<file path="src/rtl/blake_work_sched.sv">
// blake_work_sched
// Work scheduler between the host byte bus and the Blake hashing pipeline.
// It assembles DATA_BYTES-byte work units from host writes, hands each
// completed unit to the core with a one-cycle core_load pulse, owns the nonce
// counter that feeds the pipeline, and buffers golden nonces so the host can
// read them back a byte at a time.
//
// Ports:
//   clk          system clock, rising edge
//   reset_n      asynchronous active-low reset
//   select       host chip select; the bus is ignored while low
//   wr_en/din    host write strobe and byte
//   rd_en/dout   host read strobe and byte (dout is 8'hFF when buffer empty)
//   work_data    current work unit, byte 0 in bits [7:0]
//   core_load    one-cycle pulse telling the core to latch work_data
//   nonce        nonce presented to the pipeline input
//   running      high while the nonce is advancing
//   golden_valid/golden_nonce  hit reported by the core
//   gn_avail     golden buffer non-empty
//   gn_overflow  sticky flag: a hit was dropped because the buffer was full
//
// NONCE_START is the nonce value a completed load starts from (0 in normal
// use; a bench can raise it to reach the exhaustion point quickly).
module blake_work_sched #(
  parameter int          DATA_BYTES   = 44,
  parameter logic [31:0] NONCE_STRIDE = 32'd1,
  parameter int          GN_DEPTH     = 2,
  parameter logic [31:0] NONCE_START  = 32'd0
) (
  input  logic                    clk,
  input  logic                    reset_n,
  input  logic                    select,
  input  logic                    wr_en,
  input  logic                    rd_en,
  input  logic [7:0]              din,
  output logic [7:0]              dout,
  output logic [8*DATA_BYTES-1:0] work_data,
  output logic                    core_load,
  output logic [31:0]             nonce,
  output logic                    running,
  input  logic                    golden_valid,
  input  logic [31:0]             golden_nonce,
  output logic                    gn_avail,
  output logic                    gn_overflow
);

  localparam int IW = $clog2(DATA_BYTES);
  localparam int PW = $clog2(GN_DEPTH);

  localparam logic [1:0] ST_IDLE      = 2'd0;
  localparam logic [1:0] ST_RUN       = 2'd1;
  localparam logic [1:0] ST_EXHAUSTED = 2'd2;

  logic [1:0]              state_r;
  logic [IW-1:0]           wr_idx_r;
  logic [8*DATA_BYTES-1:0] shadow_r;
  logic [8*DATA_BYTES-1:0] shadow_next_s;
  logic [8*DATA_BYTES-1:0] work_data_r;
  logic                    core_load_r;
  logic [31:0]             nonce_r;
  logic [32:0]             nonce_sum_s;
  logic                    accept_s;
  logic                    load_done_s;

  logic [31:0]             gn_mem_r [GN_DEPTH];
  logic [PW-1:0]           gn_wptr_r;
  logic [PW-1:0]           gn_rptr_r;
  logic [PW:0]             gn_cnt_r;
  logic [1:0]              rd_idx_r;
  logic                    gn_overflow_r;
  logic                    gn_full_s;
  logic                    gn_empty_s;
  logic                    push_s;
  logic                    pop_s;
  logic                    drop_s;
  logic [31:0]             head_s;
  logic [7:0]              dout_s;

  assign accept_s    = select & wr_en;
  assign load_done_s = accept_s & (wr_idx_r == IW'(DATA_BYTES - 1));
  // 33-bit add so the carry out of the nonce is visible directly.
  assign nonce_sum_s = {1'b0, nonce_r} + {1'b0, NONCE_STRIDE};

  assign gn_full_s  = (gn_cnt_r == (PW+1)'(GN_DEPTH));
  assign gn_empty_s = (gn_cnt_r == '0);
  // The head leaves when its last byte is consumed; that frees a slot for a
  // hit arriving in the same cycle, so a full buffer does not drop it.
  assign pop_s  = select & rd_en & ~gn_empty_s & (rd_idx_r == 2'd3);
  assign push_s = golden_valid & (~gn_full_s | pop_s);
  assign drop_s = golden_valid & gn_full_s & ~pop_s;

  // Shadow image with the byte accepted this cycle merged in, so the final
  // byte reaches work_data on the same edge that accepts it.
  always_comb begin
    shadow_next_s = shadow_r;
    for (int i = 0; i < DATA_BYTES; i++) begin
      if (accept_s && (wr_idx_r == IW'(i))) begin
        shadow_next_s[8*i +: 8] = din;
      end else begin
        shadow_next_s[8*i +: 8] = shadow_r[8*i +: 8];
      end
    end
  end

  // Work-unit assembly: byte index, shadow register and load hand-off.
  always_ff @(posedge clk or negedge reset_n) begin
    if (!reset_n) begin
      wr_idx_r    <= '0;
      shadow_r    <= '0;
      work_data_r <= '0;
      core_load_r <= 1'b0;
    end else begin
      core_load_r <= load_done_s;
      if (!select) begin
        // Dropping select abandons any partial unit.
        wr_idx_r <= '0;
      end else if (load_done_s) begin
        wr_idx_r    <= '0;
        shadow_r    <= shadow_next_s;
        work_data_r <= shadow_next_s;
      end else if (accept_s) begin
        wr_idx_r <= wr_idx_r + IW'(1);
        shadow_r <= shadow_next_s;
      end else begin
        wr_idx_r <= wr_idx_r;
      end
    end
  end

  // Run state and nonce counter; a completed load always (re)starts a run.
  always_ff @(posedge clk or negedge reset_n) begin
    if (!reset_n) begin
      state_r <= ST_IDLE;
      nonce_r <= 32'd0;
    end else if (load_done_s) begin
      state_r <= ST_RUN;
      nonce_r <= NONCE_START;
    end else begin
      case (state_r)
        ST_RUN: begin
          if (nonce_sum_s[32]) begin
            // Nonce space used up: keep the last nonce and stop.
            state_r <= ST_EXHAUSTED;
          end else begin
            nonce_r <= nonce_sum_s[31:0];
          end
        end
        ST_IDLE:      state_r <= ST_IDLE;
        ST_EXHAUSTED: state_r <= ST_EXHAUSTED;
        default:      state_r <= ST_IDLE;
      endcase
    end
  end

  // Golden-nonce FIFO storage, pointers and occupancy.
  always_ff @(posedge clk or negedge reset_n) begin
    if (!reset_n) begin
      for (int i = 0; i < GN_DEPTH; i++) begin
        gn_mem_r[i] <= 32'd0;
      end
      gn_wptr_r <= '0;
      gn_rptr_r <= '0;
      gn_cnt_r  <= '0;
    end else begin
      if (push_s) begin
        gn_mem_r[gn_wptr_r] <= golden_nonce;
        gn_wptr_r           <= gn_wptr_r + PW'(1);
      end
      if (pop_s) begin
        gn_rptr_r <= gn_rptr_r + PW'(1);
      end
      case ({push_s, pop_s})
        2'b10:   gn_cnt_r <= gn_cnt_r + (PW+1)'(1);
        2'b01:   gn_cnt_r <= gn_cnt_r - (PW+1)'(1);
        default: gn_cnt_r <= gn_cnt_r;
      endcase
    end
  end

  // Readback byte index and sticky overflow flag.
  always_ff @(posedge clk or negedge reset_n) begin
    if (!reset_n) begin
      rd_idx_r      <= 2'd0;
      gn_overflow_r <= 1'b0;
    end else begin
      if (!select) begin
        rd_idx_r <= 2'd0;
      end else if (rd_en && !gn_empty_s) begin
        rd_idx_r <= rd_idx_r + 2'd1;  // wraps 3 -> 0 together with the pop
      end else begin
        rd_idx_r <= rd_idx_r;
      end
      // A drop in the same cycle as a load still counts as a lost hit.
      if (drop_s) begin
        gn_overflow_r <= 1'b1;
      end else if (load_done_s) begin
        gn_overflow_r <= 1'b0;
      end else begin
        gn_overflow_r <= gn_overflow_r;
      end
    end
  end

  // Host read byte: selected byte of the FIFO head, all-ones when empty.
  always_comb begin
    head_s = gn_mem_r[gn_rptr_r];
    dout_s = 8'hFF;
    if (!gn_empty_s) begin
      case (rd_idx_r)
        2'd0:    dout_s = head_s[7:0];
        2'd1:    dout_s = head_s[15:8];
        2'd2:    dout_s = head_s[23:16];
        2'd3:    dout_s = head_s[31:24];
        default: dout_s = 8'hFF;
      endcase
    end else begin
      dout_s = 8'hFF;
    end
  end

  assign dout        = dout_s;
  assign work_data   = work_data_r;
  assign core_load   = core_load_r;
  assign nonce       = nonce_r;
  assign running     = (state_r == ST_RUN);
  assign gn_avail    = ~gn_empty_s;
  assign gn_overflow = gn_overflow_r;

endmodule

</file>
<file path="config.mk">
export PLATFORM = sky130hd
export DESIGN_NAME = blake_work_sched
export DESIGN_NICKNAME = d
export VERILOG_FILES = /design/src/rtl/blake_work_sched.sv
export SDC_FILE = /design/constraint.sdc
export NUM_CORES = 1
export LEC_CHECK = 0
export BUFFER_PORTS_ARGS = -buffer_cell sky130_fd_sc_hd__clkbuf_2
export CAP_MARGIN = 20
export CORE_MARGIN = 4
export CORE_UTILIZATION = 61
export DETAILED_ROUTE_END_ITERATION = 16
export GPL_TIMING_DRIVEN = 0
export PLACE_DENSITY_LB_ADDON = 0.05
export SKIP_CTS_REPAIR_TIMING = 1
export SLEW_MARGIN = 10
export SYNTH_ARGS = -nofsm -noshare
export SYNTH_HDL_FRONTEND = slang
export SYNTH_SLANG_ARGS = --single-unit
export TNS_END_PERCENT = 100
</file>
<file path="constraint.sdc">
create_clock -name clk -period 5 [get_ports clk]
set_clock_uncertainty 0.05 [all_clocks]
set_input_delay 1.5 -clock clk [delete_from_list [all_inputs] [get_ports clk]]
set_output_delay 1.5 -clock clk [all_outputs]
set_load 0.02 [all_outputs]
</file>
Word-level counts from Yosys, hierarchy flattened
Cells that the tools add are included.
{"block": "totals", "inputBits": 46, "ff_bits": 816, "elab_cells": 217}
{"block": "classes", "n_reduce_logical": 57, "n_addsub": 7, "muxes": 68, "eq_ne": 55, "magnitude_cmp": 3, "bitwise": 14}
{"operator": "two-way mux 352 bit", "count": 2}
{"operator": "two-way mux 8 bit", "count": 45}
{"operator": "two-way mux 32 bit", "count": 7}
{"operator": "== test 6 x 5 -> 1 bit (second input constant)", "count": 16}
{"operator": "== test 6 bit (second input constant)", "count": 12}
{"operator": "bitwise mux 64 bit", "count": 1}
{"operator": "== test 6 x 4 -> 1 bit (second input constant)", "count": 8}
{"operator": "logical AND 1 bit", "count": 46}
{"operator": "adder 32 x 1 -> 33 bit (second input constant)", "count": 1}
{"operator": "demux 32 bit (select 1 bit)", "count": 1}
{"operator": "case mux 8 bit (4 select lines)", "count": 1}
{"operator": "== test 6 x 3 -> 1 bit (second input constant)", "count": 4}
{"operator": "two-way mux 6 bit", "count": 3}
{"operator": "== test 6 x 2 -> 1 bit (second input constant)", "count": 2}
{"operator": "== test 2 bit (second input constant)", "count": 5}
{"operator": "AND 1 bit", "count": 8}
{"operator": "two-way mux 2 bit", "count": 4}
{"operator": "case mux 2 bit (2 select lines)", "count": 2}
{"operator": "nonzero test 2 bit", "count": 4}
{"operator": "adder 6 x 1 -> 6 bit (second input constant)", "count": 1}
{"operator": "== test 2 x 1 -> 1 bit (second input constant)", "count": 3}
{"operator": "== test 6 x 1 -> 1 bit (second input constant)", "count": 1}
{"operator": "logical NOT 6 bit", "count": 1}
{"operator": "inequality test 3 x 1 -> 1 bit (second input constant)", "count": 2}
{"operator": "13 further kinds", "count": 24}

Depth between registers and ports, before layout
Gate-level depths: netlist of run 1.
{"block": "logic_depth", "ltp_word": 8, "depth_mapped": 10, "ltp_nobuf": 8}

Worst setup path before layout of run 1
No wires, ideal clock.
{"block": "synth_path", "path_kind": "input-to-reg", "from": "in select", "to": "reg work_data_r[288], in the netlist work_data[288]", "setup_time_ns": 0.125, "t_arrival_ns": 3.312, "setup_slack_ns": 1.514, "stages": 7, "n_path_buf": 2, "required_ns": 4.825, "path_cell_list": "clkbuf_1 > nand2_1 > or2_2 > clkbuf_1 > nor2_2 > mux2_2 > mux2_2"}
{"block": "synth_between", "elab_chain_len": 3, "word_cells_on_any_way": 5, "classes_between": "mux (1); bitwise (2); reduce/logical (2)"}
{"element": "from (decl)", "line": "32", "text": "input logic select,"}
{"element": "AND 1 bit", "line": "79", "text": "assign accept_s = select & wr_en;"}
{"element": "AND 1 bit or logical AND 1 bit (tied branches)", "line": "80, 97"}
{"element": "AND reduction 2 bit (no source line) or two-way mux 8 bit (tied branches)"}
{"element": "to (signal assigned)", "line": "120", "text": "work_data_r <= shadow_next_s;"}
{"element": "to (decl)", "line": "58", "text": "logic [8*DATA_BYTES-1:0] work_data_r;"}
Several ways; a longest one is shown, not always the timed one.
A chain may end at the register's enable or synchronous reset.

Worst setup path after layout of run 1
{"block": "layout_path", "from": "reg rd_idx_r[0]", "to": "out dout[5]"}
{"block": "layout_between", "elab_chain_len": 3, "word_cells_on_any_way": 6, "classes_between": "eq/ne (3); mux (2); reduce/logical (1)"}
{"element": "from (decl)", "line": "69", "text": "logic [1:0] rd_idx_r;"}
{"element": "from (signal assigned)", "line": "189", "text": "rd_idx_r <= rd_idx_r + 2'd1;"}
{"element": "from (signal assigned)", "line": "191", "text": "rd_idx_r <= rd_idx_r;"}
{"element": "== test 2 bit (tied with other cells)", "line": "209", "text": "case (rd_idx_r)"}
{"element": "case mux 8 bit (4 select lines) (*)", "line": "209"}
{"element": "two-way mux 8 bit (*)", "line": "208", "text": "if (!gn_empty_s) begin"}
{"element": "to (decl)", "line": "36", "text": "output logic [7:0] dout,"}
Mark *: on every way between the ends. The rest lies on a longest branch, timed or not.

==> summary.md, run 1 <==
| Metric | Value |
|---|---|
| Overall die height | `235 microns` |
| Area taken by flip-flops and latches | `0.0202 sq mm` |
| Global-route wire length before repair | `122 mm` |
| Max stage delay on crit path | `450 ps` |
| Vias in the first global route | `20499` |
| Max-Slew Margin vs Limit | `0.405` |
| Commonest cells in the synthesized netlist | `dfrtp_1 (808), mux2_2 (727), nand2_1 (160)` |
| Dominant cells by area after synthesis | `dfrtp_1 (64%), mux2_2 (26%), nand2_1 (1.9%)` |
| Worst-Skew Late Latency | `620 ps` |
| Number of buffers created by CTS | `79` |
| Layout cells sized above 1 | `0.507` |
| Number of antenna violations at the first check in global routing | `0` |
| Classification of the worst setup path | `reg2out` |
| Maximum number of pins on one net before global-route repair | `108` |
| Hold wc startpoint | `work_data[89]$_DFFE_PN0P_` |
| Clock Power Share | `0.421` |
| Utilization of the core after routing | `0.740` |
| Fraction of power consumed by sequential logic | `0.485` |
| Worst Hold Slack | `426 ps` |
| GRT Residual Overflow | `0` |
| Element type at the critical path end | `output port` |
| Synthesized area per cell | `14.9 sq um` |
| PnR worst setup slack | `353 ps` |
| Area growth from synthesis to layout | `19.1%` |
| Final worst-path cycle share | `0.929` |
| Vias post-DR | `19277` |
| Worst-path clk slew | `60 ps` |
| HPWL Detailed | `55.2 mm` |
| Total number of H-tree levels | `3` |
| Flip-flop cell with the highest count after synthesis | `dfrtp_1` |
| Sum of internal, switching and leakage power | `14.7 mW` |
| Number of buffers inserted by port buffering | `440` |
| Via count normalized by instance count | `5.71` |
| Yosys top cell area share | `0.643` |
| Initial Utilization | `0.622` |
| Share of power burned in combinational logic | `0.094` |
| Hold WC Path Type | `reg2reg` |
| Worst Hold Endpoint | `work_data[89]$_DFFE_PN0P_` |
| FF-to-FF Start | `wr_idx_r[1]$_DFFE_PN0P_` |
| Final routed wire length divided by cell count | `23.5 microns` |
| Minimum setup slack among reg-to-reg paths | `1650 ps` |
| Share of synthesized flip-flops with an asynchronous set or reset | `1.00` |
| Clk sinks | `808` |
| Full die area | `0.0552 sq mm` |
| Highest clock frequency the design can meet | `215 MHz` |
| Root buffer cell | `clkbuf_16` |
| Number of I/O pins | `442` |
| CTS tree | `built` |
| Count of maximum capacitance violations | `0` |
| Number of enable flip-flop cells after synthesis | `0` |
| Final setup violating endpoints | `0` |
| Count of warnings emitted by yosys | `0` |
| Starting DRT DRC Count | `1142` |
| Top delay family on crit path | `buffers and inverters` |
| Number of instances in the synthesized netlist | `2106` |
| Buffers & Inverters on Critical Path | `4` |
| TNS Setup | `0 ps` |
| Total Wirelength | `79.2 mm` |
| Net count after synthesis | `2163` |
| Final Net Count | `2692` |
| Total global routing track utilization | `0.285` |
| Net switching power | `3.52 mW` |
| Max VDD drop | `0.000314 V` |
| Multi-input combinational cell area | `0.0107 sq mm` |
| Core outline area | `0.0506 sq mm` |
| Post-route ant nets | `0` |
| Final Hold Viols | `0` |
| Critical path startpoint category | `flip-flop` |
| Cell-internal power | `11.2 mW` |
| Maximum count of clock buffers along a single path | `3` |
| Setup repair after global routing missed its margin | `false` |
| Slowest library cell on the worst path | `clkbuf_1` |
| Most numerous cell in the Yosys netlist | `dfrtp_1` |
| Lkg Pwr | `19.5 nW` |
| Number of different library cells in the post-synthesis netlist | `52` |
| Critical path, cell by cell | `inv_1 > ha_1 > buf_1 > clkbuf_1 > a221oi_1 > a21oi_1 > a211oi_1 > o21ai_0 > clkbuf_2` |
| Worst endpoint data arrival time | `3100 ps` |
| Outcome | `completed` |
| Number of iterations in the first detailed-routing pass | `5` |
| Data required, critical path | `3450 ps` |
| Filler instances | `3265` |
| Mapped cell area | `0.0314 sq mm` |
| Synth area leader | `dfrtp_1` |
| Reg-to-Reg End | `work_data[220]$_DFFE_PN0P_` |
| Width of the die | `235 microns` |
| Maximum fanout along the worst path | `10` |
| Row count | `82` |
| Count of state elements after synthesis | `808` |
| Last weighted congestion value of the routability-driven placer | `0.857` |
| Slew at the pin closest to its max-slew limit | `893 ps` |
| Count of unresolved DRC violations after routing | `0` |
| Power Density | `392 mW/mm^2` |
| Max-slew violation count | `0` |
| Register-to-Register Path Depth | `9` |
| Proportion of synthesized chip area in sequential cells | `0.643` |
| Place WS | `243 ps` |
| Clock period minus worst slack | `4650 ps` |
| Fraction of power spent switching nets | `0.239` |
| Count of cells along the worst hold path | `2` |
-- state kept, by name, summed over array words and instances (netlist names) --
| signal | count |
|---|---|
| work_data | 352 |
| shadow_r | 344 |
| gn_mem_r | 64 |
| nonce | 32 |
| wr_idx_r | 6 |
| gn_cnt_r | 2 |
| rd_idx_r | 2 |
| state_r | 2 |
| core_load | 1 |
| gn_overflow | 1 |
| gn_rptr_r | 1 |
| gn_wptr_r | 1 |
-- worst min-delay path, cell delays in order (launching register included) --
cell     delay, ps
dfrtp_1        340
nand2_1         50
nand2_1         50
-- power groups by stage --
stage / logic, mW / registers (mW) / clock network, mW
finish: 1.38 / 7.13 / 6.18
global route: 1.50 / 7.16 / 6.55
CTS: 1.40 / 7.13 / 6.27
detailed placement: 1.39 / 7.24 / 0
global placement: 1.32 / 7.23 / 0
floorplan: 0.902 / 7.18 / 0
-- placed cells by master, fill, tap and decap left out, types with 9 or more instances in the layout --
| master | instances |
|---|---|
| a211oi_1 | 9 |
| a21oi_1 | 26 |
| and2_1 | 9 |
| buf_2 | 44 |
| bufinv_16 | 9 |
| clkbuf_1 | 75 |
| clkbuf_16 | 79 |
| clkbuf_2 | 440 |
| clkbuf_8 | 15 |
| clkinv_2 | 18 |
| dfrtp_1 | 808 |
| ha_1 | 11 |
| inv_1 | 9 |
| mux2_2 | 727 |
| mux2i_1 | 11 |
| nand2_1 | 160 |
| nand3_1 | 32 |
| nor2_1 | 41 |
| nor4_1 | 9 |
| o21ai_0 | 23 |
| or3_1 | 10 |
| xnor2_1 | 14 |
-- layer usage --
layer,global-route usage,part of all wire,wire [microns]
met1,0.377,0.41,32400
met2,0.471,0.49,38900
met3,0.0706,0.067,5330
met4,0.0904,0.033,2650
met5,0,0,0
-- metrics by stage --
stage	std cells	area, sq um
3_3_place_gp	3218	34500
5_1_grt	3374	37400
2_1_floorplan	2106	31400
4_1_cts	3374	37400
3_5_place_dp	3226	34700
6_report	3375	37400
-- final cells by class --
class | count | share of cell area
clock inverters | 41 | 0.0136
inverters | 10 | 0.00100
plain buffers | 111 | 0.0131
diodes | 1 | 0.0000668
repair buffers | 448 | 0.0649
well taps | 672 | 0.0225
flip-flops and latches | 808 | 0.540
multi-input cells | 1177 | 0.285
clock buffers | 107 | 0.0593
-- logic make-up after synthesis --
kind of cell	count (synthesis)	share of synthesized area
xor+xnor	19	0.00529
simple gates	315	0.0467
buf+inv	121	0.0168
compound gates	93	0.0194
flops	808	0.643
mux	739	0.264
fa+ha+maj	11	0.00438
-- worst max path at each step --
stage | startpoint | to | slack [ps] | cells past startpoint
after global routing | rd_idx_r[0]$_DFFE_PN0P_ | dout[6] | 230 | 8
after floorplan | select | work_data[288]$_DFFE_PN0P_ | 1510 | 7
final | rd_idx_r[0]$_DFFE_PN0P_ | dout[5] | 350 | 9
after detailed placement | select | work_data[220]$_DFFE_PN0P_ | 240 | 10
after CTS | rd_idx_r[0]$_DFFE_PN0P_ | dout[6] | 380 | 9
after global placement | reset_n | work_data[292]$_DFFE_PN0P_ | -15660 | 1
Power figures use the tool's default switching activity.
==> inputs of run 2 (changes only) <==
--- a/config.mk
+++ b/config.mk
@@ -7,7 +7,7 @@
 export LEC_CHECK = 0
 export BUFFER_PORTS_ARGS = -buffer_cell sky130_fd_sc_hd__clkbuf_2
 export CAP_MARGIN = 20
-export CORE_MARGIN = 4
+export CORE_MARGIN = 5
 export CORE_UTILIZATION = 61
 export DETAILED_ROUTE_END_ITERATION = 16
 export GPL_TIMING_DRIVEN = 0
==> run 2 against run 1 <==
Critical path type unchanged. Setup slack got worse by 25 ps. Sequential power barely moved. Combinational power about the same. Power rose by 1.5%. Largest cell class unchanged.
==> summary.md, run 2 (synthesis gave the netlist of run 1 again) <==
| Metric | Value |
|---|---|
| Inserted Diodes | `0` |
| PnR worst setup slack | `328 ps` |
| Flip-flop count of the largest register after layout | `352` |
| Total global routing track utilization | `0.283` |
| Clk sinks | `808` |
| Utilization of the core after routing | `0.733` |
| Total Wirelength | `79.5 mm` |
| Clock period minus worst slack | `4670 ps` |
| Maximum number of pins on one net before global-route repair | `112` |
| Full die area | `0.0562 sq mm` |
| Worst-path clk slew | `60 ps` |
| Maximum fanout along the worst path | `10` |
| Commonest cells after routing, fill and taps aside | `dfrtp_1 (808), mux2_2 (727), clkbuf_2 (440)` |
| Critical path startpoint category | `flip-flop` |
| Filler instances | `3331` |
| Layout cells sized above 1 | `0.506` |
| Data required, critical path | `3450 ps` |
| Max-slew violation count | `0` |
| Cell Count, Final, Fillers Out | `3381` |
| Number of iterations in the first detailed-routing pass | `5` |
| Vias post-DR | `19258` |
| GRT Residual Overflow | `0` |
| Number of buffers inserted by port buffering | `440` |
| Count of unresolved DRC violations after routing | `0` |
| Power Density | `397 mW/mm^2` |
| Maximum count of clock buffers along a single path | `3` |
| Element type at the critical path end | `output port` |
| Starting DRT DRC Count | `1063` |
| Area growth from synthesis to layout | `19.4%` |
| Max VDD drop | `0.000265 V` |
| Final worst-path cycle share | `0.934` |
| TNS Setup | `0 ps` |
| Total number of H-tree levels | `3` |
| Number of buffers created by CTS | `81` |
| Lkg Pwr | `19.5 nW` |
| Vias in the first global route | `20608` |
| Multi-input combinational cell area | `0.0107 sq mm` |
| HPWL Detailed | `55.0 mm` |
| Post-Place Cells | `3233` |
| Root buffer cell | `clkbuf_16` |
| Core outline area | `0.0512 sq mm` |
| Via count normalized by instance count | `5.70` |
| Place WS | `327 ps` |
| Slew at the pin closest to its max-slew limit | `921 ps` |
| Area taken by flip-flops and latches | `0.0202 sq mm` |
| Max-Slew Margin vs Limit | `0.386` |
| Post-route ant nets | `0` |
| Worst Hold Slack | `424 ps` |
| CTS tree | `built` |
| Highest clock frequency the design can meet | `214 MHz` |
| Final setup violating endpoints | `0` |
| Worst-Skew Late Latency | `610 ps` |
| Final Net Count | `2693` |
| Last weighted congestion value of the routability-driven placer | `0.832` |
| Classification of the worst setup path | `reg2out` |
| Hold WC Path Type | `reg2reg` |
| Global-route wire length before repair | `123 mm` |
| Overall die height | `237 microns` |
| Width of the die | `237 microns` |
| Initial Utilization | `0.614` |
| Row count | `83` |
| Setup repair after global routing missed its margin | `false` |
| Final routed wire length divided by cell count | `23.5 microns` |
| Final Hold Viols | `0` |
| Outcome | `completed` |
| Worst endpoint data arrival time | `3120 ps` |
| Most common library cell in the layout ignoring fill and taps | `dfrtp_1` |
| Number of antenna violations at the first check in global routing | `0` |
| Number of I/O pins | `442` |
| Count of maximum capacitance violations | `0` |
-- run 2: cell type report --
cell class / count / share of cell area
well taps: 680 / 0.0227
flip-flops and latches: 808 / 0.539
repair buffers: 447 / 0.0640
multi-input cells: 1177 / 0.285
plain buffers: 111 / 0.0131
clock inverters: 29 / 0.0108
clock buffers: 119 / 0.0651
inverters: 10 / 0.00100
-- run 2: where the power goes --
part | switching [mW] | internal [mW]
Combinational | 0.769 | 0.614
Clock | 2.50 | 3.91
Sequential | 0.192 | 6.94
-- run 2: critical path: stages, from the launching register on --
cell and delay (ps):
dfrtp_1 430, inv_1 100, ha_1 140, buf_1 320, clkbuf_1 460, a221oi_1 150
a21oi_1 310, a211oi_1 100, o21ai_0 270, clkbuf_2 230
-- run 2: through the flow --
step           power (mW)  instance area, sq um
3_3_place_gp         8.55                 34500
2_1_floorplan        8.08                 31400
3_5_place_dp         8.63                 34700
4_1_cts              15.0                 37500
5_1_grt              15.4                 37500
6_report             14.9                 37500
-- run 2: final timing paths --
kind	end	startpoint	depth (start not counted)	slack, ps
setup reg to reg	work_data[220]$_DFFE_PN0P_	wr_idx_r[0]$_DFFE_PN0P_	9	1700
setup / recovery	dout[6]	rd_idx_r[0]$_DFFE_PN0P_	9	330
max in group asynchronous	work_data[286]$_DFFE_PN0P_	reset_n	4	2080
hold reg to reg	work_data[127]$_DFFE_PN0P_	work_data[127]$_DFFE_PN0P_	2	420
min in group asynchronous	gn_mem_r[35]$_DFFE_PN0P_	reset_n	1	900
hold / removal	work_data[127]$_DFFE_PN0P_	work_data[127]$_DFFE_PN0P_	2	420
-- run 2: per-layer routing --
layer | vias to the layer above | global-route usage | share of wire
li1 | 8457 | - | -
met1 | 10111 | 0.376 | 0.41
met2 | 546 | 0.462 | 0.49
met3 | 144 | 0.0797 | 0.069
met4 | 0 | 0.0810 | 0.030
met5 | - | 0 | 0
==> inputs of run 3 (changes only) <==
--- a/config.mk
+++ b/config.mk
@@ -8,7 +8,7 @@
 export BUFFER_PORTS_ARGS = -buffer_cell sky130_fd_sc_hd__clkbuf_2
 export CAP_MARGIN = 20
 export CORE_MARGIN = 5
-export CORE_UTILIZATION = 61
+export CORE_UTILIZATION = 57
 export DETAILED_ROUTE_END_ITERATION = 16
 export GPL_TIMING_DRIVEN = 0
 export PLACE_DENSITY_LB_ADDON = 0.05
==> constraint.sdc (replaced) <==
create_clock -name clk -period 5.3 [get_ports clk]
set_clock_uncertainty 0.05 [all_clocks]
set_input_delay 1.59 -clock clk [delete_from_list [all_inputs] [get_ports clk]]
set_output_delay 1.59 -clock clk [all_outputs]
set_load 0.02 [all_outputs]
==> run 3 against run 2 <==
Utilization fell by 5.0 points. Critical endpoint unchanged. Clock power fell by 8.9%. Sequential power fell by 5.6%. Non-clock buffer count rose by 1. Wire length rose by 0.41%. Sequential share of layout area barely moved. First-iteration DRC count fell by 14%. Count of clock-buffer cells in the layout fell by 4. Sequential cell count did not move. Largest power group unchanged. Power fell by 7.1%. Highest routed layer unchanged. Combinational power fell by 6%.
==> summary.md, run 3 (synthesis gave the netlist of run 1 again) <==
| Metric | Value |
|---|---|
| Post-route ant nets | `0` |
| Hold wc startpoint | `work_data[348]$_DFFE_PN0P_` |
| Final worst-path cycle share | `0.889` |
| Last weighted congestion value of the routability-driven placer | `0.842` |
| Final routed wire length divided by cell count | `23.4 microns` |
| Row count | `86` |
| Count of cells along the worst hold path | `2` |
| Worst endpoint data arrival time | `3070 ps` |
| Utilization of the core after routing | `0.684` |
| Slew at the pin closest to its max-slew limit | `984 ps` |
| Classification of the worst setup path | `reg2out` |
| Maximum number of pins on one net before global-route repair | `109` |
| Power Density | `370 mW/mm^2` |
| Lkg Pwr | `19.5 nW` |
| Reg-to-Reg End | `work_data[220]$_DFFE_PN0P_` |
| Minimum setup slack among reg-to-reg paths | `1880 ps` |
| Clock period minus worst slack | `4710 ps` |
| Hold WC Path Type | `reg2reg` |
| Layout cells sized above 1 | `0.508` |
| Worst-path clk slew | `60 ps` |
| Max VDD drop | `0.000303 V` |
| Initial Utilization | `0.573` |
| Final setup violating endpoints | `0` |
| Max-slew violation count | `0` |
| Maximum count of clock buffers along a single path | `3` |
| Vias post-DR | `19016` |
| Width of the die | `245 microns` |
| Via count normalized by instance count | `5.58` |
| Outcome | `completed` |
| Clk sinks | `808` |
| Starting DRT DRC Count | `916` |
| Number of buffers created by CTS | `81` |
| Max-Slew Margin vs Limit | `0.344` |
| Element type at the critical path end | `output port` |
| Worst-Skew Late Latency | `620 ps` |
| Final Net Count | `2694` |
| CTS tree | `built` |
| Number of antenna violations at the first check in global routing | `1` |
| Commonest cells after routing, fill and taps aside | `dfrtp_1 (808), mux2_2 (727), clkbuf_2 (440)` |
| Total Wirelength | `79.9 mm` |
| Core outline area | `0.0549 sq mm` |
| Register-to-Register Path Depth | `9` |
| Most used routing layer | `met2` |
| Met2 usage in global routing | `0.433` |
| GRT Residual Overflow | `0` |
| Setup repair after global routing missed its margin | `false` |
| Worst Hold Endpoint | `work_data[348]$_DFFE_PN0P_` |
| Highest clock frequency the design can meet | `212 MHz` |
| GR Layer Usage met3 | `0.0725` |
| Met1 Usage GRT | `0.353` |
| Root buffer cell | `clkbuf_16` |
| TNS Setup | `0 ps` |
| Number of iterations in the first detailed-routing pass | `5` |
| Critical path startpoint category | `flip-flop` |
| FF-to-FF Start | `wr_idx_r[0]$_DFFE_PN0P_` |
| Number of buffers inserted by port buffering | `440` |
| Total global routing track utilization | `0.266` |
| Full die area | `0.0600 sq mm` |
| Flip-flop count of the largest register after layout | `352` |
| HPWL Detailed | `55.2 mm` |
| Overall die height | `245 microns` |
| Total number of H-tree levels | `3` |
| Final Hold Viols | `0` |
| Data required, critical path | `3660 ps` |
| Most common library cell in the layout ignoring fill and taps | `dfrtp_1` |
| Maximum fanout along the worst path | `10` |
| Global-route wire length before repair | `123 mm` |
| Count of unresolved DRC violations after routing | `0` |
| Area growth from synthesis to layout | `19.3%` |
| Vias in the first global route | `20312` |
| Count of maximum capacitance violations | `0` |
| Number of I/O pins | `442` |
## run 3: where the power goes
| part | switching [mW] | leakage [nW] | internal (mW) |
|---|---|---|---|
| Sequential | 0.182 | 10.9 | 6.55 |
| Combinational | 0.722 | 7.24 | 0.581 |
| Clock | 2.42 | 1.36 | 3.42 |
## run 3: metal layers
metal  part of all wire  up-vias
met3              0.071      118
li1                   -     8499
met2               0.48      505
met4              0.031        0
met5                  0        -
met1               0.41     9894
## run 3: critical path: stages (launching register included)
cell and delay [ps]:
dfrtp_1 420, inv_1 100, ha_1 140, buf_1 300, clkbuf_1 450, a221oi_1 150
a21oi_1 260, a211oi_1 100, o21ai_0 300, clkbuf_2 230
## run 3: worst max path at each step
stage / end / startpoint / depth (start not counted) / slack (ps)
after global placement: work_data[308]$_DFFE_PN0P_ / reset_n / 1 / -15760
after CTS: dout[6] / rd_idx_r[0]$_DFFE_PN0P_ / 9 / 550
after floorplan: work_data[288]$_DFFE_PN0P_ / select / 7 / 1720
after detailed placement: nonce[5]$_DFFE_PN0P_ / select / 9 / 310
final: dout[6] / rd_idx_r[0]$_DFFE_PN0P_ / 9 / 590
after global routing: dout[6] / rd_idx_r[0]$_DFFE_PN0P_ / 8 / 520
## run 3: per-stage QoR
stage / cell area (sq um) / worst slack [ps] / total power [mW] / hold slack (ps) / cells
floorplan: 31400 / 1720 / 7.62 / 405 / 2106
global placement: 34500 / -15760 / 8.08 / 408 / 3250
detailed placement: 34700 / 310 / 8.15 / 414 / 3258
CTS: 37500 / 554 / 14.0 / 429 / 3407
global route: 37500 / 518 / 14.4 / 446 / 3408
finish: 37500 / 587 / 13.9 / 423 / 3408
## run 3: cell type report
class | count | area [sq um]
clock buffer | 115 | 2400
inverter | 10 | 37.5
sequential | 808 | 20200
clock inverter | 34 | 365
multi-input combinational | 1177 | 10700
tap | 704 | 881
timing repair buffer | 448 | 2430
buffer | 111 | 492
antenna | 1 | 2.50
fill | 3941 | 17400
